$ cat src/rtl/bitstream_pkg.sv
// Shared types and constants for the bitstream generator / counter family.
package bitstream_pkg;

  // Pattern generator FSM states.
  typedef enum logic [2:0] {
    StIdle,
    StDelay,
    StHigh,
    StLow,
    StTail
  } bs_state_e;

  // Shortest usable window; smaller programmed periods are clamped up to this.
  localparam int unsigned P_MIN_PERIOD = 2;

  // PRBS15, x^15 + x^14 + 1 (Fibonacci form, feedback from bits 14 and 13).
  localparam logic [14:0] LFSR_TAPS = 15'h6000;
  localparam logic [14:0] LFSR_SEED = 15'h0001;

endpackage

$ cat src/rtl/bitstream_gen_if.sv
// Control/status bundle of bitstream_gen. The master side drives config and enable,
// the slave side (the generator) returns the stream and per-window tallies.
// Optional BITSTREAM_GEN_PRBS_EN adds the prbs_sel select line.
interface bitstream_gen_if #(
  parameter int unsigned P_N_WIDTH = 32
) ();

`ifdef BITSTREAM_GEN_PRBS_EN
  logic                 prbs_sel;
`endif
  logic                 en;
  logic [P_N_WIDTH-1:0] period;
  logic [P_N_WIDTH-1:0] delay;
  logic [P_N_WIDTH-1:0] n_pulses;
  logic [P_N_WIDTH-1:0] width_high;
  logic [P_N_WIDTH-1:0] width_low;
  logic                 a;
  logic                 busy;
  logic                 update;
  logic                 valid;
  logic [P_N_WIDTH-1:0] n_pedge_sent;
  logic [P_N_WIDTH-1:0] n_high_sent;

  modport master (
`ifdef BITSTREAM_GEN_PRBS_EN
    output prbs_sel,
`endif
    output en, period, delay, n_pulses, width_high, width_low,
    input  a, busy, update, valid, n_pedge_sent, n_high_sent
  );

  modport slave (
`ifdef BITSTREAM_GEN_PRBS_EN
    input  prbs_sel,
`endif
    input  en, period, delay, n_pulses, width_high, width_low,
    output a, busy, update, valid, n_pedge_sent, n_high_sent
  );

endinterface

$ cat src/rtl/bitstream_tally.sv
// Per-window accumulator of rising edges and high cycles of a bit stream.
// Saturates at all-ones; on update the closing window (including the update
// cycle itself) is latched to the outputs and the accumulators restart.
module bitstream_tally #(
  parameter int unsigned P_N_WIDTH = 32
) (
  input  logic                 clk,
  input  logic                 rst,
  input  logic                 active_i,
  input  logic                 a_i,
  input  logic                 update_i,
  output logic [P_N_WIDTH-1:0] n_pedge_o,
  output logic [P_N_WIDTH-1:0] n_high_o
);

  localparam logic [P_N_WIDTH-1:0] One = P_N_WIDTH'(1);

  logic                 a_prev_q, a_prev_d;
  logic [P_N_WIDTH-1:0] pe_acc_q, pe_acc_d;
  logic [P_N_WIDTH-1:0] hi_acc_q, hi_acc_d;
  logic [P_N_WIDTH-1:0] pe_out_q, pe_out_d;
  logic [P_N_WIDTH-1:0] hi_out_q, hi_out_d;
  logic [P_N_WIDTH-1:0] pe_sum, hi_sum;

  function automatic logic [P_N_WIDTH-1:0] sat_inc(input logic [P_N_WIDTH-1:0] x,
                                                   input logic inc);
    return (inc && (x != '1)) ? x + One : x;
  endfunction

  // Running sums including the current cycle; a_prev spans window boundaries.
  always_comb begin
    pe_sum   = sat_inc(pe_acc_q, a_i & ~a_prev_q);
    hi_sum   = sat_inc(hi_acc_q, a_i);
    a_prev_d = a_i;
    pe_acc_d = pe_acc_q;
    hi_acc_d = hi_acc_q;
    pe_out_d = pe_out_q;
    hi_out_d = hi_out_q;
    if (!active_i) begin
      pe_acc_d = '0;
      hi_acc_d = '0;
    end else if (update_i) begin
      pe_out_d = pe_sum;
      hi_out_d = hi_sum;
      pe_acc_d = '0;
      hi_acc_d = '0;
    end else begin
      pe_acc_d = pe_sum;
      hi_acc_d = hi_sum;
    end
  end

  // Accumulator and result registers.
  always_ff @(posedge clk or posedge rst) begin
    if (rst) begin
      a_prev_q <= 1'b0;
      pe_acc_q <= '0;
      hi_acc_q <= '0;
      pe_out_q <= '0;
      hi_out_q <= '0;
    end else begin
      a_prev_q <= a_prev_d;
      pe_acc_q <= pe_acc_d;
      hi_acc_q <= hi_acc_d;
      pe_out_q <= pe_out_d;
      hi_out_q <= hi_out_d;
    end
  end

  assign n_pedge_o = pe_out_q;
  assign n_high_o  = hi_out_q;

endmodule

$ cat src/rtl/bitstream_gen.sv
// Programmable pulse-train transmitter with per-window tallies of what it sent.
// Window: delay low cycles, then n_pulses of width_high high / width_low low,
// then low until the window of `period` clocks ends. Config is sampled when a
// window begins. Optional BITSTREAM_GEN_PRBS_EN adds a PRBS15 source on prbs_sel.
module bitstream_gen #(
  parameter int unsigned P_N_WIDTH = 32
) (
  input logic           clk,
  input logic           rst,
  bitstream_gen_if.slave bus
);
  import bitstream_pkg::*;

  localparam logic [P_N_WIDTH-1:0] One       = P_N_WIDTH'(1);
  localparam logic [P_N_WIDTH-1:0] MinPeriod = P_N_WIDTH'(P_MIN_PERIOD);

  bs_state_e            state_q, state_d;
  logic [P_N_WIDTH-1:0] wcnt_q, wcnt_d;    // window cycle index
  logic [P_N_WIDTH-1:0] scnt_q, scnt_d;    // cycles spent in current state, incl. this one
  logic [P_N_WIDTH-1:0] pcnt_q, pcnt_d;    // pulses started this window
  logic [P_N_WIDTH-1:0] plen_q, plen_d;
  logic [P_N_WIDTH-1:0] delay_q, delay_d;
  logic [P_N_WIDTH-1:0] npul_q, npul_d;
  logic [P_N_WIDTH-1:0] whigh_q, whigh_d;
  logic [P_N_WIDTH-1:0] wlow_q, wlow_d;
  logic                 a_q, a_d;
  logic                 valid_q, valid_d;
  logic                 busy, win_last, update, pulse_left, pattern;

  assign busy       = (state_q != StIdle);
  assign win_last   = busy && (wcnt_q == plen_q - One);
  assign update     = win_last && bus.en;
  assign pulse_left = (pcnt_q < npul_q) && (whigh_q != '0);

  // Next-state: each edge computes the state for the following window cycle.
  always_comb begin
    state_d = state_q;
    wcnt_d  = wcnt_q;
    scnt_d  = scnt_q;
    pcnt_d  = pcnt_q;
    plen_d  = plen_q;
    delay_d = delay_q;
    npul_d  = npul_q;
    whigh_d = whigh_q;
    wlow_d  = wlow_q;
    if (!bus.en) begin
      state_d = StIdle;
      wcnt_d  = '0;
      scnt_d  = '0;
      pcnt_d  = '0;
    end else if (!busy || win_last) begin
      // New window: sample config and decide the state for cycle 0.
      plen_d  = (bus.period < MinPeriod) ? MinPeriod : bus.period;
      delay_d = bus.delay;
      npul_d  = bus.n_pulses;
      whigh_d = bus.width_high;
      wlow_d  = bus.width_low;
      wcnt_d  = '0;
      scnt_d  = One;
      pcnt_d  = '0;
      if (bus.delay != '0) begin
        state_d = StDelay;
      end else if ((bus.n_pulses != '0) && (bus.width_high != '0)) begin
        state_d = StHigh;
        pcnt_d  = One;
      end else begin
        state_d = StTail;
        scnt_d  = '0;
      end
    end else begin
      wcnt_d = wcnt_q + One;
      scnt_d = scnt_q + One;
      case (state_q)
        StDelay, StLow: begin
          if (scnt_q == ((state_q == StDelay) ? delay_q : wlow_q)) begin
            scnt_d = One;
            if (pulse_left) begin
              state_d = StHigh;
              pcnt_d  = pcnt_q + One;
            end else begin
              state_d = StTail;
            end
          end
        end
        StHigh: begin
          if (scnt_q == whigh_q) begin
            scnt_d = One;
            if (wlow_q != '0) begin
              state_d = StLow;
            end else if (pulse_left) begin
              pcnt_d = pcnt_q + One;  // back-to-back pulse, a stays high
            end else begin
              state_d = StTail;
            end
          end
        end
        default: scnt_d = scnt_q;
      endcase
    end
  end

`ifdef BITSTREAM_GEN_PRBS_EN
  logic [14:0] lfsr_q, lfsr_d;

  // PRBS15 advances on every cycle of an active window.
  always_comb begin
    lfsr_d = lfsr_q;
    if (busy) begin
      lfsr_d = {lfsr_q[13:0], ^(lfsr_q & LFSR_TAPS)};
    end
  end

  always_ff @(posedge clk or posedge rst) begin
    if (rst) begin
      lfsr_q <= LFSR_SEED;
    end else begin
      lfsr_q <= lfsr_d;
    end
  end

  assign pattern = bus.prbs_sel ? lfsr_q[14] : (state_d == StHigh);
`else
  assign pattern = (state_d == StHigh);
`endif

  // Output bit and validity flag registered alongside the FSM.
  always_comb begin
    a_d     = (state_d != StIdle) && pattern;
    valid_d = bus.en && (valid_q || update);
  end

  // FSM, counters and latched config.
  always_ff @(posedge clk or posedge rst) begin
    if (rst) begin
      state_q <= StIdle;
      wcnt_q  <= '0;
      scnt_q  <= '0;
      pcnt_q  <= '0;
      plen_q  <= MinPeriod;
      delay_q <= '0;
      npul_q  <= '0;
      whigh_q <= '0;
      wlow_q  <= '0;
      a_q     <= 1'b0;
      valid_q <= 1'b0;
    end else begin
      state_q <= state_d;
      wcnt_q  <= wcnt_d;
      scnt_q  <= scnt_d;
      pcnt_q  <= pcnt_d;
      plen_q  <= plen_d;
      delay_q <= delay_d;
      npul_q  <= npul_d;
      whigh_q <= whigh_d;
      wlow_q  <= wlow_d;
      a_q     <= a_d;
      valid_q <= valid_d;
    end
  end

  bitstream_tally #(
    .P_N_WIDTH(P_N_WIDTH)
  ) u_tally (
    .clk      (clk),
    .rst      (rst),
    .active_i (busy),
    .a_i      (a_q),
    .update_i (update),
    .n_pedge_o(bus.n_pedge_sent),
    .n_high_o (bus.n_high_sent)
  );

  assign bus.a      = a_q;
  assign bus.busy   = busy;
  assign bus.update = update;
  assign bus.valid  = valid_q;

endmodule
$ cat src/flat_wrapper.sv
// flat-port wrapper written by rule: the top's interface ports become plain ports
module bitstream_gen_flat import bitstream_pkg::*;
#(
  parameter int unsigned P_N_WIDTH = 32
)
  (clk, rst, bus_en, bus_period, bus_delay, bus_n_pulses, bus_width_high, bus_width_low, bus_a, bus_busy, bus_update, bus_valid, bus_n_pedge_sent, bus_n_high_sent);
  bitstream_gen_if #(.P_N_WIDTH(P_N_WIDTH)) bus_i ();
  input logic clk;
  input logic rst;
  input wire logic [$bits(bus_i.en)-1:0] bus_en;
  input wire logic [$bits(bus_i.period)-1:0] bus_period;
  input wire logic [$bits(bus_i.delay)-1:0] bus_delay;
  input wire logic [$bits(bus_i.n_pulses)-1:0] bus_n_pulses;
  input wire logic [$bits(bus_i.width_high)-1:0] bus_width_high;
  input wire logic [$bits(bus_i.width_low)-1:0] bus_width_low;
  output wire logic [$bits(bus_i.a)-1:0] bus_a;
  output wire logic [$bits(bus_i.busy)-1:0] bus_busy;
  output wire logic [$bits(bus_i.update)-1:0] bus_update;
  output wire logic [$bits(bus_i.valid)-1:0] bus_valid;
  output wire logic [$bits(bus_i.n_pedge_sent)-1:0] bus_n_pedge_sent;
  output wire logic [$bits(bus_i.n_high_sent)-1:0] bus_n_high_sent;
  assign bus_i.en = bus_en;
  assign bus_i.period = bus_period;
  assign bus_i.delay = bus_delay;
  assign bus_i.n_pulses = bus_n_pulses;
  assign bus_i.width_high = bus_width_high;
  assign bus_i.width_low = bus_width_low;
  assign bus_a = bus_i.a;
  assign bus_busy = bus_i.busy;
  assign bus_update = bus_i.update;
  assign bus_valid = bus_i.valid;
  assign bus_n_pedge_sent = bus_i.n_pedge_sent;
  assign bus_n_high_sent = bus_i.n_high_sent;
  bitstream_gen #(.P_N_WIDTH(P_N_WIDTH)) u_core (.clk(clk), .rst(rst), .bus(bus_i));
endmodule
$ cat config.mk
export PLATFORM = sky130hd
export DESIGN_NAME = bitstream_gen_flat
export DESIGN_NICKNAME = d
export VERILOG_FILES = /design/src/rtl/bitstream_pkg.sv /design/src/rtl/bitstream_gen_if.sv /design/src/rtl/bitstream_tally.sv /design/src/rtl/bitstream_gen.sv /design/src/flat_wrapper.sv
export SDC_FILE = /design/constraint.sdc
export NUM_CORES = 1
export LEC_CHECK = 0
export CORE_AREA = 4 4 210 212
export DETAILED_ROUTE_END_ITERATION = 16
export DIE_AREA = 0 0 214 216
export PLACE_DENSITY = 0.77
export SETUP_SLACK_MARGIN = 0.1
export SKIP_LAST_GASP = 1
export SLEW_MARGIN = 20
export SYNTH_ARGS = -nofsm -noshare
export SYNTH_HDL_FRONTEND = slang
export SYNTH_HIERARCHICAL = 1
export SYNTH_SLANG_ARGS = --single-unit
$ cat constraint.sdc
create_clock -name clk -period 8.7 [get_ports clk]
set_input_delay 1.74 -clock clk [delete_from_list [all_inputs] [get_ports clk]]
set_output_delay 1.74 -clock clk [all_outputs]
set_load 0.01 [all_outputs]
# Word-level counts from Yosys, hierarchy flattened
# Index checks and enable logic that the tools add are counted.
[op_classes]
add_sub_neg = 6
n_lt_le_gt_ge = 2
n_eq_ne = 13
mux = 35
bitwise_logic = 2
reduce_logical = 22
[op_table]
columns = ["operator", "count"]
rows = [
  ["32-bit 2-to-1 mux", 22],
  ["32-bit by 1-bit adder with 32-bit output (second input constant)", 5],
  ["32-bit nonzero test", 5],
  ["32-bit one-hot mux with 2 select lines", 2],
  ["32-bit == test", 3],
  ["32-bit inequality test (second input constant)", 2],
  ["32-bit by 2-bit < comparator with 1-bit output (second input constant)", 1],
  ["32-bit < comparator", 1],
  ["32-bit by 1-bit subtractor with 32-bit output (second input constant)", 1],
  ["3-bit 2-to-1 mux", 9],
  ["3-bit by 2-bit == test with 1-bit output (second input constant)", 3],
  ["1-bit logical AND", 8],
  ["4-bit by 2-bit inequality test with 1-bit output (second input constant)", 2],
  ["3-bit one-hot mux with 2 select lines", 1],
  ["3-bit nonzero test", 2],
  ["4-bit by 1-bit inequality test with 1-bit output (second input constant)", 1],
  ["4-bit by 3-bit inequality test with 1-bit output (second input constant)", 1],
  ["2-bit AND reduction", 2],
  ["4-bit AND reduction", 1],
  ["3-bit by 1-bit == test with 1-bit output (second input constant)", 1],
  ["1-bit logical OR", 2],
  ["2-bit OR reduction", 1],
  ["1-bit AND", 1],
  ["1-bit zero test", 1],
  ["2 further kinds", 2],
]
[word_totals]
ff_bits = 390
wordCells = 96

# Depth between registers and ports, before layout
# Gate-level depths: netlist of the first run.
[logic_depth]
depth_word = 10
mapped_depth = 18
mapped_depth_nobuf = 15

# By module
# The synthesis of the first run kept the hierarchy.
[modules_own_cells]
columns = ["module", "n_inst", "cells_each", "area_per_inst_um2", "seq_area_each_um2"]
rows = [
  ["bitstream_gen", 1, 1548, 15680.0, 6532.5],
  ["bitstream_tally", 1, 624, 6110.9, 3228.1],
]

# Least setup slack after synthesis of the first run
# No wires, ideal clock.
[synth_timing]
kind = "register -> output"
start = "register u_core.plen_q[0]"
end = "output bus_update"
arrival_time_ns = 3.354
required_time_ns = 6.960
path_slack_ns = 3.606
stages_incl_launch_ff = 14
path_buffers = 2
path_cell_list = "dfrtp_1 -> clkbuf_1 -> inv_1 -> ha_1 -> or4b_1 -> buf_2 -> nor4_4 -> mux2i_1 -> a22oi_2 -> nor2_1 -> nor4bb_1 -> nor4b_1 -> nand4_1 -> nor3_1"
[synth_via]
elab_chain_cells = 4
[synth_lines]
columns = ["item", "line", "text"]
rows = [
  ["from (decl)", "bitstream_gen.sv:21", "logic [P_N_WIDTH-1:0] plen_q, plen_d;"],
  ["from (signal assigned)", "bitstream_gen.sv:139", "plen_q <= MinPeriod;"],
  ["from (signal assigned)", "bitstream_gen.sv:151", "plen_q <= plen_d;"],
  ["32-bit by 1-bit subtractor with 32-bit output", "bitstream_gen.sv:31", "assign win_last = busy && (wcnt_q == plen_q - One);"],
  ["32-bit == test", "bitstream_gen.sv:31", ""],
  ["1-bit logical AND", "bitstream_gen.sv:31", ""],
  ["1-bit logical AND", "bitstream_gen.sv:32", "assign update = win_last && bus.en;"],
  ["to (decl)", "flat_wrapper.sv:18", "output wire logic [$bits(bus_i.update)-1:0] bus_update;"],
]
# No other way between the ends.

# Worst setup path after layout of the first run
# Ends and elaborated chain as after synthesis.

==> results of run 1 <==
registers in the layout, summed over array words and instances, names as in the netlist:
signal / flops
u_core/u_tally/pe_acc_q: 32
u_core/bus.valid: 1
u_core/scnt_q: 32
u_core/u_tally/n_high_o: 32
u_core/bus.a: 1
u_core/wlow_q: 32
u_core/whigh_q: 32
u_core/plen_q: 32
u_core/u_tally/a_prev_q: 1
u_core/u_tally/n_pedge_o: 32
u_core/u_tally/hi_acc_q: 32
u_core/delay_q: 32
u_core/npul_q: 32
u_core/wcnt_q: 32
u_core/pcnt_q: 32
u_core/state_q: 3
Yosys cell counts, types with 37 or more instances:
cell,number,area (sq um)
dfrtp_1,389,9730
nor2_1,174,653
nand2_1,148,556
a21oi_1,97,485
xor2_1,96,841
nand3_1,93,465
mux2_2,83,935
inv_1,80,300
nor4_1,79,494
xnor2_1,77,674
clkbuf_1,75,282
nand4_1,73,457
mux2_4,70,1050
o21ai_0,67,335
or3_1,46,288
o21ai_1,39,195
ha_1,37,463
through the flow:
step | std cells | utilization (%) | hold WS (ns) | worst slack (ns) | instance area [sq um]
floorplan | 2172 | - | 0.443 | 3.52 | 21800
global placement | 2836 | 58.0 | 0.461 | 2.22 | 24300
detailed placement | 2836 | 58.0 | 0.473 | 2.14 | 24300
CTS | 2913 | 61.6 | 0.488 | 1.53 | 25800
global route | 2913 | 61.6 | 0.509 | 1.00 | 25800
finish | 2913 | 61.6 | 0.478 | 1.40 | 25800
worst max-delay path, cell delays in order (launching register included):
cell,delay [ns]
dfrtp_1,0.46
inv_1,0.09
ha_1,0.30
or4b_1,0.71
nor4_4,0.55
mux2i_1,0.37
a22oi_2,0.11
nor2_1,0.11
nor4bb_1,0.23
nor4b_1,0.28
nand4_1,0.24
nor3_1,0.86
clkdlybuf4s50_1,0.70
placed cells by master, fill, tap and decap left out, types with 28 or more instances in the layout:
cell type	n
a21oi_1	97
a31oi_1	33
clkbuf_16	45
clkdlybuf4s50_1	230
dfrtp_1	389
ha_1	37
inv_1	78
mux2_2	83
mux2_4	70
nand2_1	147
nand3_1	93
nand4_1	73
nor2_1	173
nor3_1	28
nor4_1	79
o21ai_0	67
o21ai_1	39
or3_1	46
xnor2_1	77
xor2_1	96
power by group through the flow:
stage / clock, uW / combinational (uW) / sequential [uW]
finish: 1940 / 614 / 2100
global route: 2050 / 670 / 2120
CTS: 1980 / 615 / 2100
detailed placement: 0 / 610 / 2130
global placement: 0 / 599 / 2120
floorplan: 0 / 451 / 2060
final cells by class:
class,count,area [sq um],area share (%)
Sequential cell,390,9760,37.8
Timing Repair Buffer,240,2390,9.25
Multi-Input combinational cell,1586,11200,43.3
Clock buffer,59,1260,4.87
Inverter,81,310,1.20
Clock inverter,18,258,0.997
Tap cell,539,674,2.61
layer usage:
| layer | wire length, um | track usage (%) |
|---|---|---|
| met2 | 27800 | 41.5 |
| met4 | 2010 | 8.97 |
| met3 | 3440 | 3.33 |
| met1 | 26500 | 35.1 |
| met5 | 0 | 0 |
kinds of logic (layout without fill, tap and decap cells):
kind of cell | after synthesis | count (layout) | synth area share [%]
xor+xnor | 174 | 174 | 7.06
simple gates | 826 | 826 | 20.8
fa+ha+maj | 37 | 37 | 2.12
mux | 173 | 173 | 10.1
compound gates | 376 | 376 | 11.2
buf+inv | 196 | 398 | 3.98
flops | 390 | 390 | 44.8
how the worst min path moves through the flow:
stage	end	slack, ns	depth (start not counted)
CTS	u_core/u_tally/n_pedge_o[8]$_DFFE_PP0P_	0.49	2
floorplan	u_core/u_tally/a_prev_q$_DFF_PP0_	0.44	0
global placement	u_core/u_tally/n_pedge_o[12]$_DFFE_PP0P_	0.46	2
global route	u_core/u_tally/n_pedge_o[24]$_DFFE_PP0P_	0.51	2
detailed placement	u_core/u_tally/n_pedge_o[8]$_DFFE_PP0P_	0.47	2
finish	u_core/u_tally/n_high_o[8]$_DFFE_PP0P_	0.48	2
==> flow_summary_export.csv, run 1 <==
group,metric,value,unit
grt,track_usage,25.4,%
status,status,"finished, final reports clean",
detailed_routing,drt_iter0_drc,1717,
critical_path,crit_arrival,5.56,ns
grt,antenna_found_initial,0,
logic_synthesis,ys_warn_count,6,
critical_path,r2r_cells,15,
clock_tree,clkTransAtPathRegs,0.06,ns
grt,grt_pass1_vias,17700,
clock_tree,post_cts_resized,0,
sta,hold_viol,0,
detailed_routing,post_drt_wl_per_cell,20.5,um
sta,slew_headroom,28.2,%
detailed_routing,drc,0,
critical_path,cp.required,6.96,ns
min_path,hold_path.class,"flip-flop to flip-flop",
critical_path,crit_path_start_kind,"flip-flop",
sta,skew,0.0194,ns
final_layout,fillCellCount,3404,
pwr,swShare,25.7,%
logic_synthesis,synth_area_per_cell,10.0,sq um
die,pin_count,231,
sta,fmax,0.137,GHz
logic_synthesis,netlist_area,0.0218,sq mm
pwr,p_sw,1190,uW
critical_path,reg2reg_slack,3.19,ns
pwr,power.total,4650,uW
sta,drv_slew,0,
clock_tree,ctsHoldBuffers,0,
sta,rsz0062_at_grt,"no",
sta,fin_crit,7.30,ns
logic_synthesis,synth-seq-area-share,44.8,%
die,die_y,216,um
detailed_routing,dr_total_vias,17900,
die,die-area,0.0462,sq mm
placement,port_buffers,230,
detailed_routing,ant_nets,0,
run,maxCapViolCount,0,
logic_synthesis,synthCells,2172,
detailed_routing,drt_wl_total,59800,um
die,die_w,214,um
clock_tree,cts_tree,"built",
pwr,p_int,3460,uW
final_layout,synthToLayoutAreaGrowth,18.6,%
critical_path,endpoint,"bus_update",
final_layout,fin_nets,2542,
clock_tree,post_cts_buffers,0,
detailed_routing,first_pass_iters,5,
final_layout,antenna_cells,0,
clock_tree,clk_latency,0.56,ns
final_layout,drive_above_1_share,12.6,%
pwr,powerDensity,180,mW/mm^2
critical_path,endpoint_kind,"output pin",
die,rows,75,
clock_tree,h-tree-depth,2,
pwr,power_leakage,0.0106,uW
pwr,seqPwrFrac,45.2,%
pwr,clkPwrFrac,41.6,%
logic_synthesis,yosysUniqueCellTypes,97,
logic_synthesis,synthFlopType,"dfrtp_1",
clock_tree,clock-sinks,390,
grt,grt_max_degree,151,
detailed_routing,vias_per_cell,6.13,
grt,grt_pass1_wl,96600,um
critical_path,r2r-start,"u_core/plen_q[0]$_DFFE_PP0P_",
min_path,hold_start,"u_core/u_tally/n_high_o[8]$_DFFE_PP0P_",
sta,setup_viol,0,
die,initial_core_util,51.9,%
critical_path,crit_type,"flip-flop to output pin",
logic_synthesis,async_reset_ff_share,100,%
placement,gp_congestion,0.949,
critical_path,cp_max_fo,10,
critical_path,r2r_end,"u_core/u_tally/n_pedge_o[26]$_DFFE_PP0P_",
sta,setup_tns,0,ns
logic_synthesis,syn-num-nets,2372,
clock_tree,root_buffer,"clkbuf_16",
grt,grt_overflow,0,
placement,hpwl,44100,um
logic_synthesis,synth_seq_cells,390,
pwr,pwr-share-comb,13.2,%
sta,worst_pin_slew,1.08,ns
clock_tree,cts_buffers,43,
pwr,ir_drop,0.137,mV
critical_path,critPathLaunch,"u_core/plen_q[0]$_DFFE_PP0P_",
die,fp.coreArea,0.0419,sq mm
clock_tree,clockBufferDepth,3,
logic_synthesis,synth-edff-count,0,
sta,fin_crit_sh,83.9,%
(Power assumes the default switching activity.)
==> run 2: changes to the inputs <==
--- a/config.mk
+++ b/config.mk
@@ -5,10 +5,10 @@
 export SDC_FILE = /design/constraint.sdc
 export NUM_CORES = 1
 export LEC_CHECK = 0
-export CORE_AREA = 4 4 210 212
+export CORE_AREA = 4 4 199 201
 export DETAILED_ROUTE_END_ITERATION = 16
-export DIE_AREA = 0 0 214 216
-export PLACE_DENSITY = 0.77
+export DIE_AREA = 0 0 203 205
+export PLACE_DENSITY = 0.81
 export SETUP_SLACK_MARGIN = 0.1
 export SKIP_LAST_GASP = 1
 export SLEW_MARGIN = 20
==> constraint.sdc (replaced) <==
create_clock -name clk -period 7.5 [get_ports clk]
set_input_delay 1.5 -clock clk [delete_from_list [all_inputs] [get_ports clk]]
set_output_delay 1.5 -clock clk [all_outputs]
set_load 0.01 [all_outputs]
==> run 2 against run 1 <==
Compared with the run above:
- flip-flop and latch count stayed put
- worst hold slack about the same
- cell count is 1.0% lower
- clock skew grew 0.0019 ns
- routed wire length fell by 0.78%
- first-iteration DRC count shrank 19%
- critical path type unchanged
- largest power group unchanged
- highest routed layer unchanged
==> flow_summary_export.csv, run 2 (synthesis gave the netlist of run 1 again) <==
group,metric,value,unit
pwr,power.total,5250,uW
clock_tree,h-tree-depth,2,
clock_tree,ctsHoldBuffers,0,
final_layout,fin_nets,2543,
detailed_routing,ant_nets,0,
placement,port_buffers,230,
final_layout,drive_above_1_share,12.5,%
critical_path,cp.required,6.00,ns
final_layout,layout_commonest_cell,"dfrtp_1",
critical_path,crit_arrival,5.32,ns
status,status,"finished, final reports clean",
final_layout,synthToLayoutAreaGrowth,18.2,%
detailed_routing,first_pass_iters,6,
grt,track_usage,28.1,%
die,die_w,203,um
sta,setup_tns,0,ns
critical_path,endpoint_kind,"output pin",
grt,grt_pass1_wl,95000,um
sta,worst_pin_slew,1.04,ns
sta,fin_crit,6.82,ns
grt,grt_pass1_vias,17700,
pwr,powerDensity,204,mW/mm^2
final_layout,fin_cells,2884,
die,initial_core_util,58.0,%
detailed_routing,drt_wl_total,59400,um
placement,place_area,0.0243,sq mm
die,pin_count,231,
run,maxCapViolCount,0,
sta,slew_headroom,30.8,%
final_layout,mostFrequentLayoutCells,"dfrtp_1 (389), clkdlybuf4s50_1 (230), nor2_1 (173), nand2_1 (147), a21oi_1 (97)",
clock_tree,post_cts_buffers,0,
pwr,ir_drop,0.205,mV
grt,grt_overflow,0,
critical_path,crit_path_start_kind,"flip-flop",
clock_tree,clk_latency,0.56,ns
clock_tree,cts_buffers,42,
clock_tree,clock-sinks,390,
clock_tree,clockBufferDepth,3,
clock_tree,cts_tree,"built",
grt,grt_use_met2,46.4,%
grt,grt_max_degree,163,
grt,antenna_found_initial,0,
final_layout,postLayoutCellArea,0.0258,sq mm
detailed_routing,drt_iter0_drc,1399,
placement,hpwl,43500,um
detailed_routing,post_drt_wl_per_cell,20.6,um
sta,fmax,0.147,GHz
sta,holdWs,0.478,ns
clock_tree,root_buffer,"clkbuf_16",
detailed_routing,dr_total_vias,17800,
sta,skew,0.0213,ns
critical_path,cp_max_fo,10,
min_path,hold_path.class,"flip-flop to flip-flop",
sta,rsz0062_at_grt,"no",
detailed_routing,drc,0,
grt,use_met1,38.2,%
critical_path,crit_type,"flip-flop to output pin",
sta,hold_viol,0,
die,die-area,0.0416,sq mm
die,rows,71,
placement,gp_congestion,0.972,
pwr,power_leakage,0.0105,uW
grt,grtUsageMet3,5.35,%
die,fp.coreArea,0.0376,sq mm
final_layout,fillCellCount,2896,
die,die_y,205,um
final_layout,antenna_cells,0,
sta,fin_crit_sh,91.0,%
sta,drv_slew,0,
clock_tree,clkTransAtPathRegs,0.06,ns
sta,setup_viol,0,
grt,busiest_layer,"met2",
placement,dp_cells,2808,
detailed_routing,vias_per_cell,6.19,
[run 2: cell count changes in the layout (fill, tap and decap cells not counted)]
cell,delta
clkinvlp_4,+2
buf_16,+1
nor3_2,+1
nor3_1,-1
clkbuf_16,-3
clkbuf_1,+2
bufinv_16,-2
buf_12,+1
clkbuf_8,+1
clkinv_2,-3
[run 2: stage by stage]
step | setup slack (ns) | utilization [%]
final | 0.678 | 68.5
after global routing | 0.318 | 68.5
after CTS | 0.542 | 68.4
after global placement | 1.31 | 64.6
after floorplan | 2.56 | -
after detailed placement | 1.15 | 64.6
[run 2: critical path, cell delays in order, from the launching register on]
cell             delay, ns
dfrtp_1               0.46
inv_1                 0.09
ha_1                  0.31
or4b_1                0.74
nor4_4                0.57
mux2i_1               0.37
a22oi_2               0.11
nor2_1                0.11
nor4bb_1              0.18
nor4b_1               0.30
nand4_1               0.30
nor3_2                0.51
clkdlybuf4s50_1       0.72
[run 2: per-layer routing]
layer	share of wire (%)	vias to the layer above	wire length (um)
li1	-	8276	-
met1	42	8764	25100
met2	48	693	28300
met3	7.3	109	4350
met4	2.7	0	1580
met5	0	-	0
[run 2: final timing paths]
check                                                        start                                       to  slack (ns)  cells after the start
setup / recovery                      u_core/plen_q[0]$_DFFE_PP0P_                               bus_update        0.68                     12
hold / removal             u_core/u_tally/n_high_o[12]$_DFFE_PP0P_  u_core/u_tally/n_high_o[12]$_DFFE_PP0P_        0.48                      2
setup reg to reg                      u_core/plen_q[0]$_DFFE_PP0P_    u_core/u_tally/pe_acc_q[26]$_DFF_PP0_        2.23                     15
hold reg to reg            u_core/u_tally/n_high_o[12]$_DFFE_PP0P_  u_core/u_tally/n_high_o[12]$_DFFE_PP0P_        0.48                      2
max in group asynchronous                                      rst  u_core/u_tally/n_pedge_o[7]$_DFFE_PP0P_        4.96                      4
min in group asynchronous                                      rst           u_core/delay_q[19]$_DFFE_PP0P_        1.36                      2
[run 2: what timing repair did]
action | in CTS | in global routing
endpoints found under the hold margin | 0 | 0
resized for setup | 0 | 1
endpoints found under the setup margin | 0 | 1
[run 2: layout make-up]
type	count	area, sq um	area share, %
clock inverters	15	198	0.768
multi-input cells	1586	11200	43.5
clock buffers	59	1200	4.68
inverters	81	310	1.20
flip-flops and latches	390	9760	37.9
well taps	511	639	2.48
repair buffers	242	2440	9.47
[run 2: where the power goes]
part           switching [uW]  internal, uW
logic                     336           384
registers                 179          2250
clock network             845          1260
total                    1360          3890
==> run 3: changes to the inputs <==
--- a/config.mk
+++ b/config.mk
@@ -5,10 +5,11 @@
 export SDC_FILE = /design/constraint.sdc
 export NUM_CORES = 1
 export LEC_CHECK = 0
-export CORE_AREA = 4 4 199 201
+export ABC_AREA = 1
+export CORE_AREA = 4 4 206 208
 export DETAILED_ROUTE_END_ITERATION = 16
-export DIE_AREA = 0 0 203 205
-export PLACE_DENSITY = 0.81
+export DIE_AREA = 0 0 210 212
+export PLACE_DENSITY = 0.8
 export SETUP_SLACK_MARGIN = 0.1
 export SKIP_LAST_GASP = 1
 export SLEW_MARGIN = 20
==> run 3 against run 2 <==
Compared with the run above:
- routed wire length increased by 15%
- utilization decreased by 1.5 points
- fmax rose by 31%
- clock power up 2%
- clock-buffer cell count fell by 3
- critical path depth rose by 2
- total power is 29% higher
- sequential share of layout area down 2.0 points
- critical path type unchanged
- die area rose by 7.0%
- combinational power grew to 2.7 times the previous value
- global-route usage increased by 2.0 points
==> flow_summary_export.csv, run 3 <==
group,metric,value,unit
placement,hpwl,50800,um
logic_synthesis,synthXorXnorAreaFrac,4.62,%
placement,gp_congestion,0.960,
detailed_routing,drc,0,
logic_synthesis,synth-edff-count,0,
logic_synthesis,synth_most_common_cell,"nand2_1",
final_layout,post-route-util,67.1,%
final_layout,fillCellCount,3536,
critical_path,cp_max_fo,9,
logic_synthesis,ys_top_cells_by_count,"nand2_1 (1131), dfrtp_1 (389), nor2_1 (387)",
grt,antenna_found_initial,6,
sta,setup_viol,0,
final_layout,fin_nets,3675,
sta,holdWs,0.482,ns
logic_synthesis,synth_fa_ha_area_share,1.99,%
status,status,"finished, final reports clean",
final_layout,mostFrequentLayoutCells,"nand2_1 (1130), dfrtp_1 (389), nor2_1 (387), inv_1 (336), nand3_1 (250)",
detailed_routing,drt_iter0_drc,1869,
logic_synthesis,netlist_area,0.0232,sq mm
critical_path,crit_slowest_cell,"clkdlybuf4s50_1",
detailed_routing,ant_nets,0,
sta,slew_headroom,26.8,%
grt,grt_pass1_vias,21700,
logic_synthesis,synth_compound_area_share,6.19,%
detailed_routing,post_drt_wl_per_cell,16.9,um
clock_tree,clkTransAtPathRegs,0.06,ns
final_layout,synthToLayoutAreaGrowth,17.0,%
detailed_routing,drt_wl_total,68300,um
run,maxCapViolCount,0,
die,fp.coreArea,0.0406,sq mm
placement,dp_cells,3962,
die,die_y,212,um
clock_tree,clock-sinks,390,
logic_synthesis,synth_top_family_by_area,"simple AND/OR/NAND/NOR gates",
detailed_routing,first_pass_iters,6,
sta,skew,0.0147,ns
clock_tree,root_buffer,"clkbuf_16",
placement,port_buffers,230,
logic_synthesis,synth_top_area_cell,"dfrtp_1",
critical_path,crit_arrival,3.70,ns
die,rows,74,
detailed_routing,dr_total_vias,22400,
critical_path,crit_type,"flip-flop to output pin",
final_layout,postLayoutCellArea,0.0272,sq mm
critical_path,cp.required,6.00,ns
clock_tree,h-tree-depth,2,
sta,fmax,0.192,GHz
clock_tree,clockBufferDepth,3,
pwr,power_leakage,0.0128,uW
logic_synthesis,synth-simple-area-share,37.3,%
sta,setup_tns,0,ns
sta,fin_crit_sh,69.3,%
logic_synthesis,async_reset_ff_share,100,%
sta,worst_pin_slew,1.10,ns
logic_synthesis,yosysUniqueCellTypes,46,
logic_synthesis,synthMuxAreaShare,0,%
sta,rsz0062_at_grt,"no",
sta,drv_slew,0,
logic_synthesis,synthCells,3284,
clock_tree,cts_tree,"built",
logic_synthesis,synth-seq-area-share,42.0,%
min_path,hold_path.class,"flip-flop to flip-flop",
die,initial_core_util,57.3,%
logic_synthesis,syn-num-nets,3484,
critical_path,path_cells,"inv_1, ha_1, nand2_2, nor2_4, nand2_2, nor2_1, nand2_1, nand2_1, nand4_1, or3b_2, nor2_1, nand3_1, nor2_1, clkdlybuf4s50_1",
critical_path,crit_path_start_kind,"flip-flop",
logic_synthesis,ys_warn_count,6,
logic_synthesis,synth_area_per_cell,7.08,sq um
final_layout,drive_above_1_share,4.08,%
die,pin_count,231,
grt,track_usage,30.1,%
detailed_routing,vias_per_cell,5.55,
final_layout,fin_cells,4036,
critical_path,path_common_cell,"nor2_1",
placement,place_area,0.0258,sq mm
logic_synthesis,synth_seq_cells,390,
die,die-area,0.0445,sq mm
logic_synthesis,synth_top_area_share,41.9,%
critical_path,max_stage_delay,0.65,ns
sta,fin_crit,5.20,ns
pwr,ir_drop,0.162,mV
clock_tree,clk_latency,0.57,ns
clock_tree,ctsHoldBuffers,0,
grt,grt_pass1_wl,110000,um
clock_tree,post_cts_buffers,0,
logic_synthesis,ys_top_cells_by_area,"dfrtp_1 (42%), nand2_1 (18%), nor2_1 (6.2%)",
clock_tree,post_cts_resized,0,
die,die_w,210,um
grt,grt_max_degree,277,
sta,hold_viol,0,
final_layout,layout_commonest_cell,"nand2_1",
grt,grt_overflow,0,
clock_tree,cts_buffers,43,
pwr,powerDensity,250,mW/mm^2
logic_synthesis,synthFlopType,"dfrtp_1",
critical_path,endpoint_kind,"output pin",
run 3: through the flow:
step	worst slack, ns	total power (uW)
floorplan	2.56	4110
global placement	2.46	4600
detailed placement	2.45	4670
CTS	2.29	6830
global route	2.00	7240
finish	2.30	6800
run 3: worst max-delay path, delay by kind of cell, from the launching register on:
family / cells / cell delay [ns]
simple gates: 11 / 1.71
fa+ha+maj: 1 / 0.27
flops: 1 / 0.36
buf+inv: 2 / 0.77
run 3: report_power, final:
part | internal [uW] | switching, uW
registers | 2450 | 259
clock network | 1280 | 856
logic | 652 | 1300
run 3: path summary, 6_finish.rpt:
check	startpoint	end	slack, ns	cells past startpoint
max	u_core/plen_q[0]$_DFFE_PP0P_	bus_update	2.30	14
min	u_core/u_tally/n_pedge_o[17]$_DFFE_PP0P_	u_core/u_tally/n_pedge_o[17]$_DFFE_PP0P_	0.48	2
max reg2reg	u_core/plen_q[0]$_DFFE_PP0P_	u_core/whigh_q[2]$_DFFE_PP0P_	3.20	18
min reg2reg	u_core/u_tally/n_pedge_o[17]$_DFFE_PP0P_	u_core/u_tally/n_pedge_o[17]$_DFFE_PP0P_	0.48	2
max in group asynchronous	rst	u_core/whigh_q[13]$_DFFE_PP0P_	4.64	3
min in group asynchronous	rst	u_core/npul_q[25]$_DFFE_PP0P_	1.49	2
run 3: routing by layer:
layer  routed length [um]  track usage [%]  up-vias
met5                   37                0        -
met4                 2940             12.5        6
met3                 4110             4.52      181
met2                33300             52.0      750
met1                27900             38.2    10600
li1                     -                -    10900
run 3: cell families (layout without fill, tap and decap cells):
family / count (synthesis) / count (layout)
AO/OA/AOI/OAI: 267 / 267
XOR/XNOR: 121 / 121
adder cells (fa/ha/maj): 37 / 37
buffers and inverters: 441 / 658
flip-flops: 390 / 390
other: 0 / 3
AND/OR/NAND/NOR: 2028 / 2028
run 3: area by class of cell:
type | instances | area [sq um] | share of cell area [%]
antenna | 3 | 7.51 | 0.0276
clock buffer | 56 | 1230 | 4.51
clock inverter | 15 | 175 | 0.644
inverter | 346 | 1310 | 4.81
multi-input combinational | 2453 | 11600 | 42.8
sequential | 390 | 9760 | 35.9
tap | 532 | 666 | 2.45
timing repair buffer | 241 | 2410 | 8.86
